[src/rtl/ac_datapath.sv]
// ac_datapath: accumulator register stage of the basic computer.
// Holds the WIDTH-bit AC, the E (carry) flip-flop and a sticky strobe-conflict
// flag. Applies the decoded accumulator and E-register strobes on each rising
// clock edge. Status flags are derived combinationally from the registered state.
//
// Ports:
//   clk, rst_n          clock (rising edge), asynchronous active-low reset
//   AND/ADD/LDA/COM/INP function selects, effective only together with LD
//   LD                  load-enable for the adder/logic result
//   INC, CLR, CIR, CIL  remaining AC-group strobes
//   CLE, CME            E-group strobes
//   DR, INPR            operands
//   AC, E, ERR          registered outputs
//   AC_ZERO, AC_NEG,    combinational status flags
//   E_ZERO
module ac_datapath #(
    parameter int unsigned WIDTH  = 16,
    parameter int unsigned INPR_W = 8
) (
    input  logic              clk,
    input  logic              rst_n,
    input  logic              AND,
    input  logic              ADD,
    input  logic              LDA,
    input  logic              COM,
    input  logic              INP,
    input  logic              LD,
    input  logic              INC,
    input  logic              CLR,
    input  logic              CIR,
    input  logic              CIL,
    input  logic              CLE,
    input  logic              CME,
    input  logic [WIDTH-1:0]  DR,
    input  logic [INPR_W-1:0] INPR,
    output logic [WIDTH-1:0]  AC,
    output logic              E,
    output logic              AC_ZERO,
    output logic              AC_NEG,
    output logic              E_ZERO,
    output logic              ERR
);

    logic [WIDTH-1:0] ac_q, ac_d;
    logic             e_q, e_d;
    logic             err_q, err_d;

    logic [2:0]       ac_cnt;
    logic [2:0]       sel_cnt;
    logic             conflict;
    logic             e_by_op;
    logic [WIDTH:0]   sum;

    assign ac_cnt  = {2'b00, CLR} + {2'b00, LD} + {2'b00, INC} + {2'b00, CIR} + {2'b00, CIL};
    assign sel_cnt = {2'b00, AND} + {2'b00, ADD} + {2'b00, LDA} + {2'b00, COM} + {2'b00, INP};

    // The LD select check applies whenever LD is asserted, even if LD loses to CLR.
    assign conflict = (ac_cnt > 3'd1) || (LD && (sel_cnt != 3'd1)) || (CLE && CME);

    assign sum = {1'b0, ac_q} + {1'b0, DR};

    always_comb begin
        ac_d    = ac_q;
        e_d     = e_q;
        e_by_op = 1'b0;

        if (CLR) begin
            ac_d = '0;
        end else if (LD) begin
            if (AND) begin
                ac_d = ac_q & DR;
            end else if (ADD) begin
                ac_d    = sum[WIDTH-1:0];
                e_d     = sum[WIDTH];
                e_by_op = 1'b1;
            end else if (LDA) begin
                ac_d = DR;
            end else if (COM) begin
                ac_d = ~ac_q;
            end else if (INP) begin
                ac_d = WIDTH'(INPR);
            end
        end else if (INC) begin
            ac_d = ac_q + WIDTH'(1);
        end else if (CIR) begin
            ac_d    = {e_q, ac_q[WIDTH-1:1]};
            e_d     = ac_q[0];
            e_by_op = 1'b1;
        end else if (CIL) begin
            ac_d    = {ac_q[WIDTH-2:0], e_q};
            e_d     = ac_q[WIDTH-1];
            e_by_op = 1'b1;
        end

        // E-group strobes yield to an executing operation that writes E itself.
        if (!e_by_op) begin
            if (CLE) begin
                e_d = 1'b0;
            end else if (CME) begin
                e_d = ~e_q;
            end
        end

        err_d = err_q | conflict;
    end

    always_ff @(posedge clk or negedge rst_n) begin
        if (!rst_n) begin
            ac_q  <= '0;
            e_q   <= 1'b0;
            err_q <= 1'b0;
        end else begin
            ac_q  <= ac_d;
            e_q   <= e_d;
            err_q <= err_d;
        end
    end

    assign AC      = ac_q;
    assign E       = e_q;
    assign ERR     = err_q;
    assign AC_ZERO = (ac_q == '0);
    assign AC_NEG  = ac_q[WIDTH-1];
    assign E_ZERO  = ~e_q;

endmodule

[config.mk]
export PLATFORM = sky130hd
export DESIGN_NAME = ac_datapath
export DESIGN_NICKNAME = d
export VERILOG_FILES = /design/src/rtl/ac_datapath.sv
export SDC_FILE = /design/constraint.sdc
export NUM_CORES = 1
export LEC_CHECK = 0
export BUFFER_PORTS_ARGS = -buffer_cell sky130_fd_sc_hd__buf_4
export CELL_PAD_IN_SITES_DETAIL_PLACEMENT = 0
export CELL_PAD_IN_SITES_GLOBAL_PLACEMENT = 2
export CORE_MARGIN = 4
export CORE_UTILIZATION = 35
export DETAILED_ROUTE_END_ITERATION = 10
export PLACE_DENSITY_LB_ADDON = 0.2
export SETUP_SLACK_MARGIN = 0.2
export SYNTH_ARGS = -nofsm -noshare
export SYNTH_HDL_FRONTEND = slang
export SYNTH_SLANG_ARGS = --single-unit
[constraint.sdc]
create_clock -name clk -period 4 [get_ports clk]
set_input_delay 0.8 -clock clk [delete_from_list [all_inputs] [get_ports clk]]
set_output_delay 0.8 -clock clk [all_outputs]
set_load 0.02 [all_outputs]
Word level (Yosys, flattened, before mapping)
Index checks and enable logic that the tools add are counted.
- add/subtract/negate cells: 10
- $lt $le $gt $ge: 1
- equality and inequality tests: 2
- mux-type cells: 27
- bitwise logic cells: 4
- reductions and logical operators: 7
- operator list (kind ; count):
    2-to-1 mux 16 bit ; 10
    adder 16 x 16 -> 17 bit ; 1
    2-to-1 mux 1 bit ; 17
    adder 16 x 1 -> 16 bit, second input constant ; 1
    bitwise AND 16 bit ; 1
    zero test 16 bit ; 1
    NOT 16 bit ; 1
    adder 3 x 1 -> 3 bit ; 4
    inequality test 7 bit, second input constant ; 1
    adder 2 x 1 -> 3 bit ; 2
    nonzero test 5 bit ; 1
    adder 1 x 1 -> 2 bit ; 2
    > comparator 3 x 1 -> 1 bit, second input constant ; 1
    inequality test 3 x 1 -> 1 bit, second input constant ; 1
    logical AND 1 bit ; 2
    logical OR 1 bit ; 2
    AND reduction 2 bit ; 1
    NOT 1 bit ; 1
    bitwise OR 1 bit ; 1
- bits in registers: 18
- bits of input ports: 38
- output and inout bits: 21
- word-level logic and storage cells: 54

Depth between registers and ports, before layout
Gate-level depths: netlist (run 1).
- word-level depth: 9
- mapped depth: 9
- gate-level depth less buffers: 8

Least setup slack after synthesis (run 1)
No wires, ideal clock.
- kind: input -> register
- start: input LD
- end: register ac_q[7], in the netlist AC[7]
- setup time: 0.083 ns
- data arrival time: 2.592 ns
- data required time: 3.917 ns
- setup slack: 1.325 ns
- cell stages on the path: 9
- path buffers: 1
- path through: clkbuf_1 clkinv_1 ha_1 nor4b_2 nor3_1 o21ai_0 a211oi_1 a21oi_1 o21ai_0
- word-level cells in the longest chain between the ends: 2
- elaborated cells on any way between the ends: 5
- those cells by class: 1 x eq/ne; 2 x mux; 2 x reduce/logical
- RTL lines (element ; line ; text):
    from (decl) ; 27 ; input logic LD,
    inequality test 7 bit (no source line) (tied with other cells) ; n/a ;
    AND reduction 2 bit (no source line) or 2-to-1 mux 16 bit (tied branches) ; n/a ;
    to (signal assigned) ; 109 ; ac_q <= '0;
    to (signal assigned) ; 113 ; ac_q <= ac_d;
    to (decl) ; 44 ; logic [WIDTH-1:0] ac_q, ac_d;
Parallel ways exist; a longest one is shown, timed or not.
A chain may end at the register's enable or synchronous reset.

Worst setup path after layout (run 1)
- start: input LD
- end: register ac_q[15], in the netlist AC[15]
Same word-level chain as after synthesis.

==> flow_summary.yaml, run 1 <==
yosys:
  async_flop_share: 1.00
  synth_cells: 430
  yosysWarningCount: 0
  synth_area_mm2: 0.00314
  synth-seq-cells: 18
  synth_ff_type: "dfrtp_1"
  syn_nets: 494
  netlist-cell-type-count: 64
  syn_avg_cell_area_um2: 7.29
  synth_seq_area_share: 0.144
  synth-edff-count: 0
run:
  maxCapViolCount: 0
floorplan:
  die_y_um: 103
  core_area_mm2: 0.00872
  ioPinCount: 59
  dieArea_mm2: 0.0105
  num_rows: 34
  die_width_um: 103
  start_util: 0.360
worst_setup_path:
  crit_slowest_cell: "a31oi_1"
  cpMostUsedCell: "o21ai_0"
  cp_max_fo: 22
  start_kind: "input pin"
  reg2reg_depth: 7
  critical_path.top_delay_family: "compound AO/OA/AOI/OAI gates"
  crit_path_end_kind: "register"
  path_class: "in2reg"
  worstPathCellList: "buf_4, clkinv_1, ha_1, nor4b_2, a31oi_1, nand3_1, a221oi_1, o21ai_0, o21ai_0"
  reg2reg_slack_ns: 1.32
  critPathArrivalTime_ns: 3.00
  crit_required_ns: 4.20
  reg2reg_from: "AC[2]"
  slowest_delay_ns: 0.35
  critPathBufInv: 2
  regToRegEndpoint: "AC[13]"
route:
  first_pass_iters: 5
  detail_route.vias_per_cell: 6.30
  ant_nets: 0
  drc_errors: 0
  maxUsedRoutingLayer: "met4"
  wl_um: 11800
  wl_met1_um: 5620
  dr_wl_met3_um: 907
  first_iter_violations: 274
  wl_met2_um: 5140
  vias: 3625
  wl_per_cell_um: 20.5
timing:
  period_share: 0.700
  slew_headroom: 0.573
  finClkSkew_ns: 0.00497
  max_freq_mhz: 357
  finalMaxSlewViolations: 0
  fin_setup_tns_ns: 0
  fin_crit_ns: 2.80
  worstMarginPinSlew_ns: 0.639
  grt_setup_unrepaired: "false"
  fin_ws_ns: 1.20
  setup_viol: 0
  finalHoldViolCount: 0
placement:
  pre_cts_ws_ns: 0.953
  finalWeightedCongestion: 0.918
  portBuffers: 58
  placedInstanceArea_mm2: 0.00361
  dp_hpwl_um: 8680
  dp_cells: 571
clock_network:
  insertion_delay_ns: 0.27
  cts_setup_buffers: 0
  cts_tree: "yes"
  cts_made_buffers: 3
  cts_root_buffer: "clkbuf_8"
  path_clk_slew_ns: 0.08
  ctsResizeCount: 0
  clockBufferDepth: 2
  htree_levels: 1
  cts_sinks: 18
  cts.hold.buffers_added: 0
finish:
  fin_util: 0.420
  layout-drive-gt1-share: 0.173
  postLayoutCellArea_mm2: 0.00366
  stdcell_count: 575
  diodes: 0
  syn_to_final_growth_pct: 16.8
  nets: 532
status:
  status: "complete, no violations"
global_routing:
  grt_pass1_wl_um: 18500
  gr-total-overflow: 0
  grt_max_degree: 37
  antenna_found_initial: 0
  grt_usage: 0.225
  grt_pass1_vias: 3300
power_and_ir_drop:
  ir_worst_vdd_uv: 112
  leakage_uw: 0.00153
  cellPowerDensity_mw_per_mm2: 235
min_path:
  holdCritPathClass: "in2async"
==> cells in the mapped netlist (all sizes together), types with 5 or more instances <==
cell    number  area, µm²
a211oi      11       82.6
a21o         6       45.0
a21oi       39        195
a22o         5       43.8
a22oi        5       37.5
and3         6       42.5
buf         12       58.8
clkbuf      15       56.3
dfrtp       18        450
ha          22        275
inv         10       37.5
mux2i       14        140
nand2       41        154
nand2b      12       75.1
nand3       16       92.6
nor2        28        108
nor2b       12       75.1
nor3        11       55.1
nor4b        5       50.0
o211ai       6       45.0
o21ai       41        205
o22ai        5       31.3
o311ai       7       61.3
o31ai       11       82.6
xnor2        9       78.8
==> metrics by stage <==
step	power, µW	hold WS, ns
floorplan	529	0.504
global placement	692	0.497
detailed placement	690	0.531
CTS	854	0.407
global route	916	0.412
finish	859	0.393
==> worst reg2reg max path, stage by stage, from the launching register on <==
cell and delay, ns:
dfrtp_1 0.54, ha_1 0.45, o21ai_0 0.12, o21ai_0 0.26
nand2_1 0.18, o31ai_1 0.47, mux2_2 0.40, a211oi_1 0.19
==> logic make-up (layout without fill, tap and decap cells) <==
| kind of cell | Yosys count | after routing | share of synthesized area |
|---|---|---|---|
| multiplexers | 18 | 18 | 0.0590 |
| adder cells (fa/ha/maj) | 26 | 26 | 0.113 |
| AO/OA/AOI/OAI | 169 | 169 | 0.357 |
| flip-flops | 18 | 18 | 0.144 |
| buffers and inverters | 40 | 77 | 0.0523 |
| AND/OR/NAND/NOR | 149 | 149 | 0.247 |
| XOR/XNOR | 10 | 10 | 0.0279 |
==> final cells by class <==
class                      instances  area (µm²)
clock buffer                       4        55.1
timing repair buffer              60         450
sequential                        18         450
multi-input combinational        372        2520
inverter                          13        48.8
tap                              108         135
fill                             930        5060
==> registers in the layout (all words and copies together) (netlist names) <==
name,flops
AC,16
ERR,1
E,1
==> per-layer routing <==
layer  global-route usage  up-vias
met4               0.0434        0
li1                     -     1712
met2                0.347      175
met3               0.0162       11
met1                0.343     1727
met5                    0        -
==> power breakdown <==
group / switching (µW) / internal [µW]
clock: 79.5 / 88.1
sequential: 53.7 / 197
combinational: 252 / 188
==> cell usage in the layout (no fill, tap or decap), types with 3 or more instances in the layout <==
master and n:
buf_4 60, nand2_1 41, o21ai_0 40, a21oi_1 39, nor2_1 27, ha_1 22, dfrtp_1 18, nand3_1 15
mux2i_1 14, nor2b_1 12, nand2b_1 12, nor3_1 11, o31ai_1 11, a211oi_1 11, inv_1 9, xnor2_1 9
o311ai_0 7, a21o_1 6, o211ai_1 6, a22oi_1 5, and3_1 5, o22ai_1 5, a22o_1 5, nor4b_1 4
a31oi_1 4, mux2_2 4, a221o_1 4, fa_1 4, clkbuf_8 4, clkinv_1 3, nor3b_1 3, nor4_1 3
a31o_2 3, or3_1 3, o221a_2 3
==> worst max-delay path by stage <==
stage          startpoint     end  slack [ns]  cells past startpoint
6_report               LD  AC[15]        1.20                      9
5_1_grt                LD  AC[15]        0.92                      9
4_1_cts                LD  AC[11]        1.24                      9
3_5_place_dp           LD  AC[11]        0.95                      9
3_3_place_gp        DR[3]  AC[13]        1.02                      8
2_1_floorplan          LD   AC[7]        1.33                      9
No activity file was read; power rests on OpenSTA's default activity.
==> run 2, diff against run 1 <==
- CORE_UTILIZATION: 35 -> 29
- clock period: 4 -> 2.4 ns (I/O delays scaled with it)
==> run 2 against run 1 <==
Compared with the run above:
- clock skew grew 0.0025 ns
- final area up 20%
- sequential share of layout area down 2.0 points
- core utilization is 0.16 points higher
- die area grew 19%
- largest cell class unchanged
- total power rose by 93%
- clock power rose by 77%
==> flow_summary.yaml, run 2 (synthesized netlist as in run 1, its figures left out) <==
status:
  status: "complete, no violations"
timing:
  finalMaxSlewViolations: 0
  grt_setup_unrepaired: "true"
  whs_ns: 0.0812
  period_share: 0.935
  finalHoldViolCount: 0
  fin_crit_ns: 2.24
  slew_headroom: 0.675
  fin_setup_tns_ns: 0
  setup_viol: 0
  worstMarginPinSlew_ns: 0.480
  max_freq_mhz: 445
  finClkSkew_ns: 0.00743
worst_setup_path:
  crit_path_end_kind: "register"
  path_class: "reg2reg"
  critPathArrivalTime_ns: 2.40
  crit_required_ns: 2.55
  crit_start: "AC[0]"
  reg2reg_from: "AC[0]"
  start_kind: "register"
  cp_max_fo: 3
clock_network:
  cts_made_buffers: 3
  path_clk_slew_ns: 0.10
  cts.hold.buffers_added: 0
  cts_sinks: 18
  cts_root_buffer: "clkbuf_8"
  htree_levels: 1
  insertion_delay_ns: 0.28
  clockBufferDepth: 2
  cts_tree: "yes"
power_and_ir_drop:
  ir_worst_vdd_uv: 218
  cellPowerDensity_mw_per_mm2: 377
  leakage_uw: 0.00190
finish:
  nFillCells: 1080
  layout-drive-gt1-share: 0.333
  syn_to_final_growth_pct: 40.0
  final_cell_mix: "buf_4, nand2_1, o21ai_0, a21oi_1, nor2_1"
  largest_reg_flops: 16
  diodes: 0
  mostFrequentLayoutCell: "buf_4"
  nets: 603
  multi_input_area_mm2: 0.00266
  regArea_um2: 454
global_routing:
  grt_pass1_wl_um: 21000
  grt_max_degree: 25
  grt_pass1_vias: 3629
  antenna_found_initial: 0
  gr-total-overflow: 0
  grt_usage: 0.208
run:
  maxCapViolCount: 0
route:
  ant_nets: 0
  wl_per_cell_um: 20.0
  first_pass_iters: 4
  first_iter_violations: 228
  detail_route.vias_per_cell: 5.71
  wl_um: 13500
  drc_errors: 0
  vias: 3848
min_path:
  holdCritPathClass: "in2async"
floorplan:
  ioPinCount: 59
  die_y_um: 112
  dieArea_mm2: 0.0125
  core_area_mm2: 0.0104
  start_util: 0.301
  die_width_um: 112
  num_rows: 37
placement:
  dp_hpwl_um: 10500
  finalWeightedCongestion: 0.925
  portBuffers: 58
run 2: cell types whose count changed in the layout (fill, tap and decap cells not counted), moves of 3 or more:
cell,change
ha_1,-3
buf_4,+68
ha_4,+3
o21ai_0,-4
buf_6,+3
dfrtp_1,-3
a21oi_1,-3
dfrtp_2,+3
run 2: repair_timing:
| item | 4_1_cts | 5_1_grt |
|---|---|---|
| setup buffers | 0 | 8 |
| setup endpoints to repair | 8 | 13 |
| gates resized for setup | 9 | 26 |
| pin swaps | 1 | 18 |
run 2: worst paths after layout:
kind / depth (start not counted) / to / slack [ns]
max in group asynchronous: 1 / AC[6] / 2.04
setup / recovery: 8 / AC[10] / 0.16
hold reg to reg: 2 / ERR / 0.53
hold / removal: 1 / AC[1] / 0.08
setup reg to reg: 8 / AC[10] / 0.16
min in group clk: 2 / E / 0.39
run 2: metal layers:
metal | part of all wire | global-route usage
met3 | 0.052 | 0.0277
met5 | 0 | 0
met4 | 0.0076 | 0.0321
met1 | 0.48 | 0.309
met2 | 0.46 | 0.326
run 2: per-stage QoR:
stage	instance area (µm²)	std cells	setup WS (ns)	util	power, µW
after floorplan	3160	430	0.186	-	889
after global placement	4140	662	-0.00794	0.397	1290
after detailed placement	4140	662	-0.0282	0.397	1280
after CTS	4210	666	0.156	0.405	1600
after global routing	4390	674	0.0655	0.422	1760
final	4390	674	0.155	0.422	1660
run 2: area by class of cell:
| cell class | count | share of cell area |
|---|---|---|
| clock buffer | 4 | 0.0125 |
| tap | 136 | 0.0388 |
| inverter | 13 | 0.0120 |
| sequential | 18 | 0.103 |
| multi-input combinational | 372 | 0.607 |
| timing repair buffer | 131 | 0.227 |
run 2: worst max-delay path, stage by stage (launching register included):
cell and delay (ns):
dfrtp_2 0.45, ha_4 0.18, fa_2 0.44, a21oi_4 0.20
o22ai_4 0.10, and2_4 0.16, or3_1 0.33, a21oi_1 0.15
o311ai_1 0.11
run 2: power by group:
part | switching [µW] | internal [µW] | total [µW]
sequential | 33.7 | 330 | 364
combinational | 545 | 449 | 994
clock | 150 | 147 | 297
total | 729 | 927 | 1660
==> run 3, diff against run 2 <==
- CORE_UTILIZATION: 29 -> 35
- CTS_BUF_LIST: not set -> sky130_fd_sc_hd__clkbuf_16
- clock period: 2.4 -> 2.9 ns (I/O delays scaled with it)
==> run 3 against run 2 <==
Compared with the run above:
- cell count down 11%
- flip-flop and latch count unchanged
- global-route usage up 3.6 points
- setup slack better by 0.22 ns
==> flow_summary.yaml, run 3 (synthesized netlist as in run 1, its figures left out) <==
placement:
  pre_cts_ws_ns: 0.156
  dp_hpwl_um: 9440
  portBuffers: 58
  dp_cells: 594
  finalWeightedCongestion: 0.900
global_routing:
  grtUsageMet3: 0.0304
  grt_pass1_vias: 3437
  busiest_layer: "met1"
  antenna_found_initial: 0
  grt_pass1_wl_um: 19900
  use_met1: 0.377
  grt_usage: 0.244
  grt_max_degree: 35
  gr-total-overflow: 0
  use_met2: 0.364
timing:
  whs_ns: 0.200
  fin_crit_ns: 2.53
  max_freq_mhz: 396
  grt_setup_unrepaired: "false"
  finClkSkew_ns: 0.00993
  fin_setup_tns_ns: 0
  slew_headroom: 0.327
  finalMaxSlewViolations: 0
  worstMarginPinSlew_ns: 1.00
  setup_viol: 0
  finalHoldViolCount: 0
  period_share: 0.871
  fin_ws_ns: 0.373
finish:
  layout-drive-gt1-share: 0.210
  diodes: 0
  mostFrequentLayoutCell: "buf_4"
  nets: 555
  largest_reg_flops: 16
  final_cell_mix: "buf_4, nand2_1, o21ai_0"
  stdcell_count: 598
  syn_to_final_growth_pct: 23.0
  nFillCells: 909
run:
  maxCapViolCount: 0
worst_setup_path:
  crit_path_end_kind: "register"
  start_kind: "input pin"
  critPathArrivalTime_ns: 2.69
  crit_required_ns: 3.06
  cp_max_fo: 5
  reg2reg_slack_ns: 0.38
  path_class: "in2reg"
route:
  wl_um: 12600
  vias: 3694
  first_pass_iters: 5
  ant_nets: 0
  drc_errors: 0
  first_iter_violations: 208
  wl_per_cell_um: 21.1
  detail_route.vias_per_cell: 6.18
power_and_ir_drop:
  leakage_uw: 0.00165
  ir_worst_vdd_uv: 286
  cellPowerDensity_mw_per_mm2: 341
clock_network:
  ctsResizeCount: 0
  cts_setup_buffers: 0
  path_clk_slew_ns: 0.07
  clockBufferDepth: 2
  cts_made_buffers: 3
  htree_levels: 1
  cts_root_buffer: "clkbuf_16"
  cts.hold.buffers_added: 0
  insertion_delay_ns: 0.26
  cts_sinks: 18
  cts_tree: "yes"
status:
  status: "complete, no violations"
min_path:
  holdCritPathClass: "in2async"
floorplan:
  num_rows: 34
  die_width_um: 103
  ioPinCount: 59
  start_util: 0.360
  dieArea_mm2: 0.0105
  die_y_um: 103
  core_area_mm2: 0.00872
-- run 3: per-stage QoR --
step	total power (µW)	instance area, µm²	utilization
global placement	990	3780	0.433
detailed placement	992	3780	0.433
finish	1310	3860	0.442
global route	1390	3860	0.442
floorplan	729	3140	-
CTS	1310	3860	0.442
-- run 3: final cells by class --
cell class | count | area, µm² | area share
Multi-Input combinational cell | 372 | 2520 | 0.654
Timing Repair Buffer | 83 | 623 | 0.161
Sequential cell | 18 | 450 | 0.117
Tap cell | 108 | 135 | 0.0350
Clock buffer | 3 | 75.1 | 0.0195
Inverter | 13 | 48.8 | 0.0126
Clock inverter | 1 | 3.75 | 0.000973
-- run 3: metal layers --
metal	vias up	routed length, µm	part of all wire
met5	-	0	0
met4	0	167	0.013
met3	12	1030	0.081
met2	160	5430	0.43
met1	1758	6020	0.48
li1	1764	-	-
-- run 3: worst paths after layout --
kind                            start      to  cells after the start
worst max-delay path            DR[3]  AC[13]                      8
worst min-delay path            rst_n   AC[0]                      1
worst max register to register  AC[2]  AC[13]                      7
worst min register to register    ERR     ERR                      2
max in group asynchronous       rst_n  AC[11]                      1
min in group clk                  ERR     ERR                      2
-- run 3: critical path: stages --
cell	delay, ns
buf_4	0.11
ha_1	0.37
o21ai_0	0.14
o21ai_0	0.30
nand2_1	0.16
o31ai_1	0.43
mux2_2	0.39
a211oi_1	0.22
-- run 3: power breakdown --
part	internal [µW]	switching [µW]
Combinational	290	397
Clock	185	134
Sequential	273	35.7
Total	748	566
